==> config.mk <==
export PLATFORM = sky130hd
export DESIGN_NAME = switch_allocator_flat
export DESIGN_NICKNAME = d
export VERILOG_FILES = /design/src/rtl/noc_alloc_pkg.sv /design/src/rtl/switch_allocator_if.sv /design/src/rtl/switch_allocator_rr_arbiter.sv /design/src/rtl/switch_allocator.sv /design/src/flat_wrapper.sv
export SDC_FILE = /design/constraint.sdc
export NUM_CORES = 1
export LEC_CHECK = 0
export CAP_MARGIN = 20
export CORE_UTILIZATION = 45
export DETAILED_ROUTE_END_ITERATION = 8
export PLACE_DENSITY = 0.73
export SLEW_MARGIN = 20
export SYNTH_ARGS = -nofsm -noshare
export SYNTH_HDL_FRONTEND = slang
export SYNTH_SLANG_ARGS = --single-unit
==> constraint.sdc <==
create_clock -name clk -period 2.6 [get_ports clk]
set_input_delay 0.52 -clock clk [delete_from_list [all_inputs] [get_ports clk]]
set_output_delay 0.52 -clock clk [all_outputs]
set_load 0.02 [all_outputs]
==> src/rtl/noc_alloc_pkg.sv <==
// Shared types and constants for the crossbar switch allocator.
package noc_alloc_pkg;

  typedef enum logic {
    FREE     = 1'b0,
    RESERVED = 1'b1
  } out_state_e;

  localparam int WATCHDOG_CYCLES_DEFAULT = 1024;

  // Width of an index into n items, never narrower than one bit.
  function automatic int safe_clog2(input int n);
    return (n <= 1) ? 1 : $clog2(n);
  endfunction

endpackage

==> src/rtl/switch_allocator_if.sv <==
// Request/ownership bundle between input ports and the switch allocator.
// The watchdogExpired member exists only when ALLOC_WATCHDOG_EN is defined.
interface switch_allocator_if
  import noc_alloc_pkg::*;
#(
  parameter int INPUTS        = 4,
  parameter int OUTPUTS       = 4,
  parameter int REQUEST_WIDTH = safe_clog2(OUTPUTS),
  parameter int SEL_WIDTH     = safe_clog2(INPUTS)
);
  logic [INPUTS-1:0]                routeReserveRequestValid;
  logic [INPUTS*REQUEST_WIDTH-1:0]  routeReserveRequest;
  logic [INPUTS-1:0]                routeRelieve;
  logic [INPUTS-1:0]                routeReserveStatus;
  logic [OUTPUTS*SEL_WIDTH-1:0]     outOwner;
  logic [OUTPUTS-1:0]               outBusy;
  logic [INPUTS-1:0]                badRequest;
`ifdef ALLOC_WATCHDOG_EN
  logic [OUTPUTS-1:0]               watchdogExpired;
`endif

  modport master (
    output routeReserveRequestValid, routeReserveRequest, routeRelieve,
    input  routeReserveStatus, outOwner, outBusy, badRequest
`ifdef ALLOC_WATCHDOG_EN
    , input watchdogExpired
`endif
  );

  modport slave (
    input  routeReserveRequestValid, routeReserveRequest, routeRelieve,
    output routeReserveStatus, outOwner, outBusy, badRequest
`ifdef ALLOC_WATCHDOG_EN
    , output watchdogExpired
`endif
  );
endinterface

==> src/rtl/switch_allocator_rr_arbiter.sv <==
// Round-robin arbiter: scans from the pointer with wrap-around, grants the first
// requester and moves the pointer just past the winner.
module rr_arbiter
  import noc_alloc_pkg::*;
#(
  parameter int N  = 4,
  parameter int IW = safe_clog2(N)
) (
  input  logic          clk,
  input  logic          rst,
  input  logic [N-1:0]  req,
  output logic [N-1:0]  grant,
  output logic [IW-1:0] grant_idx,
  output logic          grant_valid
);
  logic [IW-1:0] ptr_q;
  logic [IW-1:0] scan_idx;

  always_comb begin
    grant       = '0;
    grant_idx   = '0;
    grant_valid = 1'b0;
    scan_idx    = '0;
    for (int k = 0; k < N; k++) begin
      scan_idx = IW'((int'(ptr_q) + k) % N);
      if (!grant_valid && req[scan_idx]) begin
        grant[scan_idx] = 1'b1;
        grant_idx       = scan_idx;
        grant_valid     = 1'b1;
      end
    end
  end

  always_ff @(posedge clk or negedge rst) begin
    if (!rst) begin
      ptr_q <= '0;
    end else if (grant_valid) begin
      ptr_q <= (int'(grant_idx) == N - 1) ? '0 : grant_idx + 1'b1;
    end
  end
endmodule

==> src/rtl/switch_allocator.sv <==
// Per-output reservation allocator driving crossbar owner selects.
// Optional forced-release watchdog is built when ALLOC_WATCHDOG_EN is defined.
//
// state    | meaning
// FREE     | output unowned; arbitrates eligible requests this cycle
// RESERVED | held by owner_q until the owner relieves (or the watchdog expires)
module switch_allocator
  import noc_alloc_pkg::*;
#(
  parameter int INPUTS        = 4,
  parameter int OUTPUTS       = 4,
  parameter int REQUEST_WIDTH = safe_clog2(OUTPUTS),
  parameter int SEL_WIDTH     = safe_clog2(INPUTS)
`ifdef ALLOC_WATCHDOG_EN
  , parameter int WATCHDOG_CYCLES = WATCHDOG_CYCLES_DEFAULT
`endif
) (
  input  logic clk,
  input  logic rst,
  switch_allocator_if.slave bus
);
  out_state_e               state_q [OUTPUTS];
  out_state_e               state_d [OUTPUTS];
  logic [SEL_WIDTH-1:0]     owner_q [OUTPUTS];
  logic [SEL_WIDTH-1:0]     owner_d [OUTPUTS];
  logic [REQUEST_WIDTH-1:0] req_idx [INPUTS];
  logic [INPUTS-1:0]        in_range, eligible, status, bad_q;
  logic [INPUTS-1:0]        arb_req   [OUTPUTS];
  logic [INPUTS-1:0]        arb_grant [OUTPUTS];
  logic [SEL_WIDTH-1:0]     arb_idx   [OUTPUTS];
  logic [OUTPUTS-1:0]       arb_valid, relieve_hit, wd_expire;

  // An owner is never eligible, so a same-cycle relieve+request from it is ignored.
  always_comb begin
    in_range    = '0;
    eligible    = '0;
    relieve_hit = '0;
    for (int i = 0; i < INPUTS; i++) begin
      req_idx[i]  = bus.routeReserveRequest[i*REQUEST_WIDTH +: REQUEST_WIDTH];
      in_range[i] = int'(req_idx[i]) < OUTPUTS;
      eligible[i] = bus.routeReserveRequestValid[i] && !status[i] && in_range[i];
    end
    for (int o = 0; o < OUTPUTS; o++) begin
      arb_req[o] = '0;
      for (int i = 0; i < INPUTS; i++)
        arb_req[o][i] = eligible[i] && (state_q[o] == FREE) && (int'(req_idx[i]) == o);
      relieve_hit[o] = (state_q[o] == RESERVED) && bus.routeRelieve[owner_q[o]];
    end
  end

  for (genvar o = 0; o < OUTPUTS; o++) begin : g_arb
    rr_arbiter #(.N(INPUTS), .IW(SEL_WIDTH)) u_arb (
      .clk        (clk),
      .rst        (rst),
      .req        (arb_req[o]),
      .grant      (arb_grant[o]),
      .grant_idx  (arb_idx[o]),
      .grant_valid(arb_valid[o])
    );
  end

  always_ff @(posedge clk or negedge rst) begin
    if (!rst) begin
      for (int o = 0; o < OUTPUTS; o++) begin
        state_q[o] <= FREE;
        owner_q[o] <= '0;
      end
      bad_q <= '0;
    end else begin
      for (int o = 0; o < OUTPUTS; o++) begin
        state_q[o] <= state_d[o];
        owner_q[o] <= owner_d[o];
      end
      bad_q <= bus.routeReserveRequestValid & ~in_range;
    end
  end

  always_comb begin
    for (int o = 0; o < OUTPUTS; o++) begin
      state_d[o] = state_q[o];
      owner_d[o] = owner_q[o];
      case (state_q[o])
        FREE: begin
          if (arb_valid[o]) begin
            state_d[o] = RESERVED;
            owner_d[o] = arb_idx[o];
          end
        end
        RESERVED: begin
          if (relieve_hit[o] || wd_expire[o]) begin
            state_d[o] = FREE;
            owner_d[o] = '0;
          end
        end
        default: begin
          state_d[o] = FREE;
          owner_d[o] = '0;
        end
      endcase
    end
  end

  always_comb begin
    status          = '0;
    bus.outBusy     = '0;
    bus.outOwner    = '0;
    for (int o = 0; o < OUTPUTS; o++) begin
      bus.outBusy[o] = (state_q[o] == RESERVED);
      bus.outOwner[o*SEL_WIDTH +: SEL_WIDTH] = owner_q[o];
      for (int i = 0; i < INPUTS; i++)
        if ((state_q[o] == RESERVED) && (owner_q[o] == SEL_WIDTH'(i)))
          status[i] = 1'b1;
    end
    bus.routeReserveStatus = status;
  end

  assign bus.badRequest = bad_q;

`ifdef ALLOC_WATCHDOG_EN
  localparam int WD_W = safe_clog2(WATCHDOG_CYCLES);
  logic [WD_W-1:0]    wd_cnt_q [OUTPUTS];
  logic [OUTPUTS-1:0] wd_pulse_q;

  // A relieve in the expiry cycle wins, so no pulse is raised for it.
  always_comb begin
    for (int o = 0; o < OUTPUTS; o++)
      wd_expire[o] = (state_q[o] == RESERVED) && !relieve_hit[o] &&
                     (wd_cnt_q[o] == WD_W'(WATCHDOG_CYCLES - 1));
  end

  always_ff @(posedge clk or negedge rst) begin
    if (!rst) begin
      for (int o = 0; o < OUTPUTS; o++) wd_cnt_q[o] <= '0;
      wd_pulse_q <= '0;
    end else begin
      for (int o = 0; o < OUTPUTS; o++)
        wd_cnt_q[o] <= (state_q[o] == RESERVED) ? wd_cnt_q[o] + 1'b1 : '0;
      wd_pulse_q <= wd_expire;
    end
  end

  assign bus.watchdogExpired = wd_pulse_q;
`else
  assign wd_expire = '0;
`endif
endmodule

==> src/flat_wrapper.sv <==
// flat-port wrapper written by rule: the top's interface ports become plain ports
module switch_allocator_flat import noc_alloc_pkg::*;
#(
  parameter int INPUTS        = 4,
  parameter int OUTPUTS       = 4,
  parameter int REQUEST_WIDTH = safe_clog2(OUTPUTS),
  parameter int SEL_WIDTH     = safe_clog2(INPUTS)

)
  (clk, rst, bus_routeReserveRequestValid, bus_routeReserveRequest, bus_routeRelieve, bus_routeReserveStatus, bus_outOwner, bus_outBusy, bus_badRequest);
  switch_allocator_if #(.INPUTS(INPUTS), .OUTPUTS(OUTPUTS), .REQUEST_WIDTH(REQUEST_WIDTH), .SEL_WIDTH(SEL_WIDTH)) bus_i ();
  input  logic clk;
  input  logic rst;
  input wire logic [$bits(bus_i.routeReserveRequestValid)-1:0] bus_routeReserveRequestValid;
  input wire logic [$bits(bus_i.routeReserveRequest)-1:0] bus_routeReserveRequest;
  input wire logic [$bits(bus_i.routeRelieve)-1:0] bus_routeRelieve;
  output wire logic [$bits(bus_i.routeReserveStatus)-1:0] bus_routeReserveStatus;
  output wire logic [$bits(bus_i.outOwner)-1:0] bus_outOwner;
  output wire logic [$bits(bus_i.outBusy)-1:0] bus_outBusy;
  output wire logic [$bits(bus_i.badRequest)-1:0] bus_badRequest;
  assign bus_i.routeReserveRequestValid = bus_routeReserveRequestValid;
  assign bus_i.routeReserveRequest = bus_routeReserveRequest;
  assign bus_i.routeRelieve = bus_routeRelieve;
  assign bus_routeReserveStatus = bus_i.routeReserveStatus;
  assign bus_outOwner = bus_i.outOwner;
  assign bus_outBusy = bus_i.outBusy;
  assign bus_badRequest = bus_i.badRequest;
  switch_allocator #(.INPUTS(INPUTS), .OUTPUTS(OUTPUTS), .REQUEST_WIDTH(REQUEST_WIDTH), .SEL_WIDTH(SEL_WIDTH)) u_core (.clk(clk), .rst(rst), .bus(bus_i));
endmodule
==> reports/results.ini <==
[detailed_routing]
postRouteAntennaNets=0
wl_met1_um=1990
highest_layer=met4
wl_met3_um=283
drt-vias-per-instance=5.91
dr_wl_met2_um=2230
drt_pass1_iterations=4
drc=0
vias=1742
avgRoutedWirePerCell_um=15.5
dr.first_iter.drc_count=103
wirelength_um=4580

[timing]
clock_skew_ns=0.00362
rsz0062_at_grt=no
final.min_clock_period_ns=2.44
finalCritPeriodShare_pct=93.9
drv_slew=0
whs_ns=0.556
relSlewSlack_pct=49.0
finalHoldViolations=0
finalSetupViolCount=0
max_freq_ghz=0.409
worstMarginPinSlew_ns=0.758
setup_tns_ns=0

[place]
dp_cells=292
hpwl_um=3590
io_buffers=33
globalplace.congestion=0.901

[floorplan]
die_x_um=63.6
die_area_um2=4050
die_y_um=63.6
start_util_pct=46.7
coreArea_um2=3660
io-pin-count=38
rows=22

[power]
p_seq_share_pct=30.0
p_switching_uw=1110
power_frac_comb_pct=61.7
p_leak_uw=0.000945
clkPwrFrac_pct=8.3
swShare_pct=46.8
power.internal_uw=1260
max-vdd-ir-drop_v=0.000429
power.density_nw_per_um2=1080

[setup_path]
critPathSlowestCell=or4_1
cp.required_ns=2.79
max_stage_delay_ns=0.50
cp.arrival_ns=2.63
setup.worst_path.class=flop to flop
cp-start-kind=flop
ff2ff_setup_slack_ns=0.16
end_kind=flop
path_max_fanout=9
path_common_cell=a21oi_1
path_cells=nor3b_2 -> nor4_4 -> inv_2 -> nor2_4 -> a21oi_1 -> o21ai_0 -> a21oi_1 -> or4_1 -> nand3_1

[final_layout]
drive_gt1_share_pct=17.0
most-common-layout-cells=32 x clkdlybuf4s50_1, 24 x nand2_1, 19 x dfrtp_1, 15 x a21oi_1, 15 x buf_4
final_cells=295
area.growth.synth_to_final_pct=28.4
final_nets=267
diodes=0
final_common_cell=clkdlybuf4s50_1

[cts]
htree_levels=1
numCtsBuffers=3
tritoncts=yes
clkTransAtPathRegs_ns=0.07
clk_latency_ns=0.25
cts.sinks=20
clockBufferDepth=2
root_buffer=clkbuf_8

[logic_synthesis]
synth_edf_count=0
synthArstFlopShare_pct=100
seq_area_frac_synth_pct=29.3
synth_area_per_cell_um2=8.37
yosysTopAreaCell=dfrtp_1
ys_ff_latch=20
synth_cell_types=54
synth_top_area_share_pct=29.3
syn_area_um2=1710
synth_area_leaders=dfrtp_1 29%, nand2_1 5.3%, a21oi_1 4.4%
synth_cells=204
synthFlopType=dfrtp_1
yosys_warnings=0

[grt]
grt_pass1_vias=1644
grt_max_degree=21
grt_first_pass_wirelength_um=7810
antenna_found_initial=0
grt_overflow=0
grtUsageTotal_pct=25.0

[flow_run]
maxCapViolCount=0

[hold_path]
hold_path_class=flop to flop

[outcome]
status=finished clean

per-stage QoR:
| stage | worst slack (ns) | utilization [%] | cell area, um^2 | power (uW) |
|---|---|---|---|---|
| after floorplan | 0.282 | - | 1720 | 1640 |
| after global placement | 0.134 | 58.7 | 2150 | 2150 |
| after detailed placement | 0.124 | 58.7 | 2150 | 2170 |
| after CTS | 0.0324 | 59.8 | 2190 | 2380 |
| after global routing | 0.0143 | 59.9 | 2190 | 2570 |
| final | 0.158 | 59.9 | 2190 | 2360 |
final timing paths:
path,start,endpoint,depth (start not counted)
worst max-delay path,u_core.bus.outBusy[3]$_DFF_PN0_,u_core.g_arb[3].u_arb.ptr_q[1]$_DFFE_PN0P_,9
worst min-delay path,u_core.g_arb[3].u_arb.ptr_q[0]$_DFFE_PN0P_,u_core.bus.outOwner[6]$_DFFE_PN0P_,1
worst max register to register,u_core.bus.outBusy[3]$_DFF_PN0_,u_core.g_arb[3].u_arb.ptr_q[1]$_DFFE_PN0P_,9
worst min register to register,u_core.g_arb[3].u_arb.ptr_q[0]$_DFFE_PN0P_,u_core.bus.outOwner[6]$_DFFE_PN0P_,1
max in group asynchronous,rst,u_core.bus.outBusy[3]$_DFF_PN0_,2
min in group asynchronous,rst,u_core.g_arb[1].u_arb.ptr_q[1]$_DFFE_PN0P_,2
critical path: cells and delay by family, from the launching register on:
family / cells / cell delay (ns)
compound gates: 3 / 0.39
flops: 1 / 0.49
simple gates: 5 / 1.38
buf+inv: 1 / 0.11
final cells by class:
type                       count  area (um^2)
fill                         343         1470
inverter                      15         56.3
tap                           48         60.1
multi-input combinational    161         1090
timing repair buffer          48          445
clock buffer                   3         41.3
sequential                    20          502
repair_timing:
action / 4_1_cts / 5_1_grt
endpoints found under the setup margin: 0 / 2
resized for setup: 0 / 2
buffers inserted: 0 / 0
hold buffers: 0 / 0
state kept, by name, indices dropped and copies added, names as in the netlist:
register                  count
u_core.bus.outOwner           8
u_core.g_arb.u_arb.ptr_q      8
u_core.bus.outBusy            4
Yosys cell counts (all sizes together) (3+ instances only):
cell and count:
nor2 11, nand3 8, nor4b 4, inv 15, nand4 4, nor4 7
mux2 4, o22ai 3, a31o 3, nand3b 8, dfrtp 20, nor3 5
buf 10, and3 7, a21boi 3, nand2 24, mux2i 5, o21ai 11
nor3b 5, a21oi 16, or3 3
cell families (layout without fill, tap and decap cells):
| kind of cell | Yosys count | in the layout | synth area share, % |
|---|---|---|---|
| AO/OA/AOI/OAI | 48 | 48 | 18.2 |
| XOR/XNOR | 3 | 3 | 1.54 |
| buffers and inverters | 26 | 66 | 7.62 |
| flip-flops | 20 | 20 | 29.3 |
| multiplexers | 10 | 10 | 6.89 |
| other | 1 | 4 | 0.220 |
| AND/OR/NAND/NOR | 96 | 96 | 36.2 |
power by group through the flow:
stage                     Clock (uW)  Combinational, uW  Sequential [uW]
after floorplan                    0                944              698
after CTS                        211               1470              701
final                            197               1460              709
after global routing             225               1610              743
after global placement             0               1450              703
after detailed placement           0               1460              706
layer usage:
metal  up-vias  GRT usage (%)
li1        832              -
met1       853           33.5
met2        51           39.4
met3         6           4.89
met4         0           9.38
met5         -              0
No activity file was read; power rests on OpenSTA's default activity.
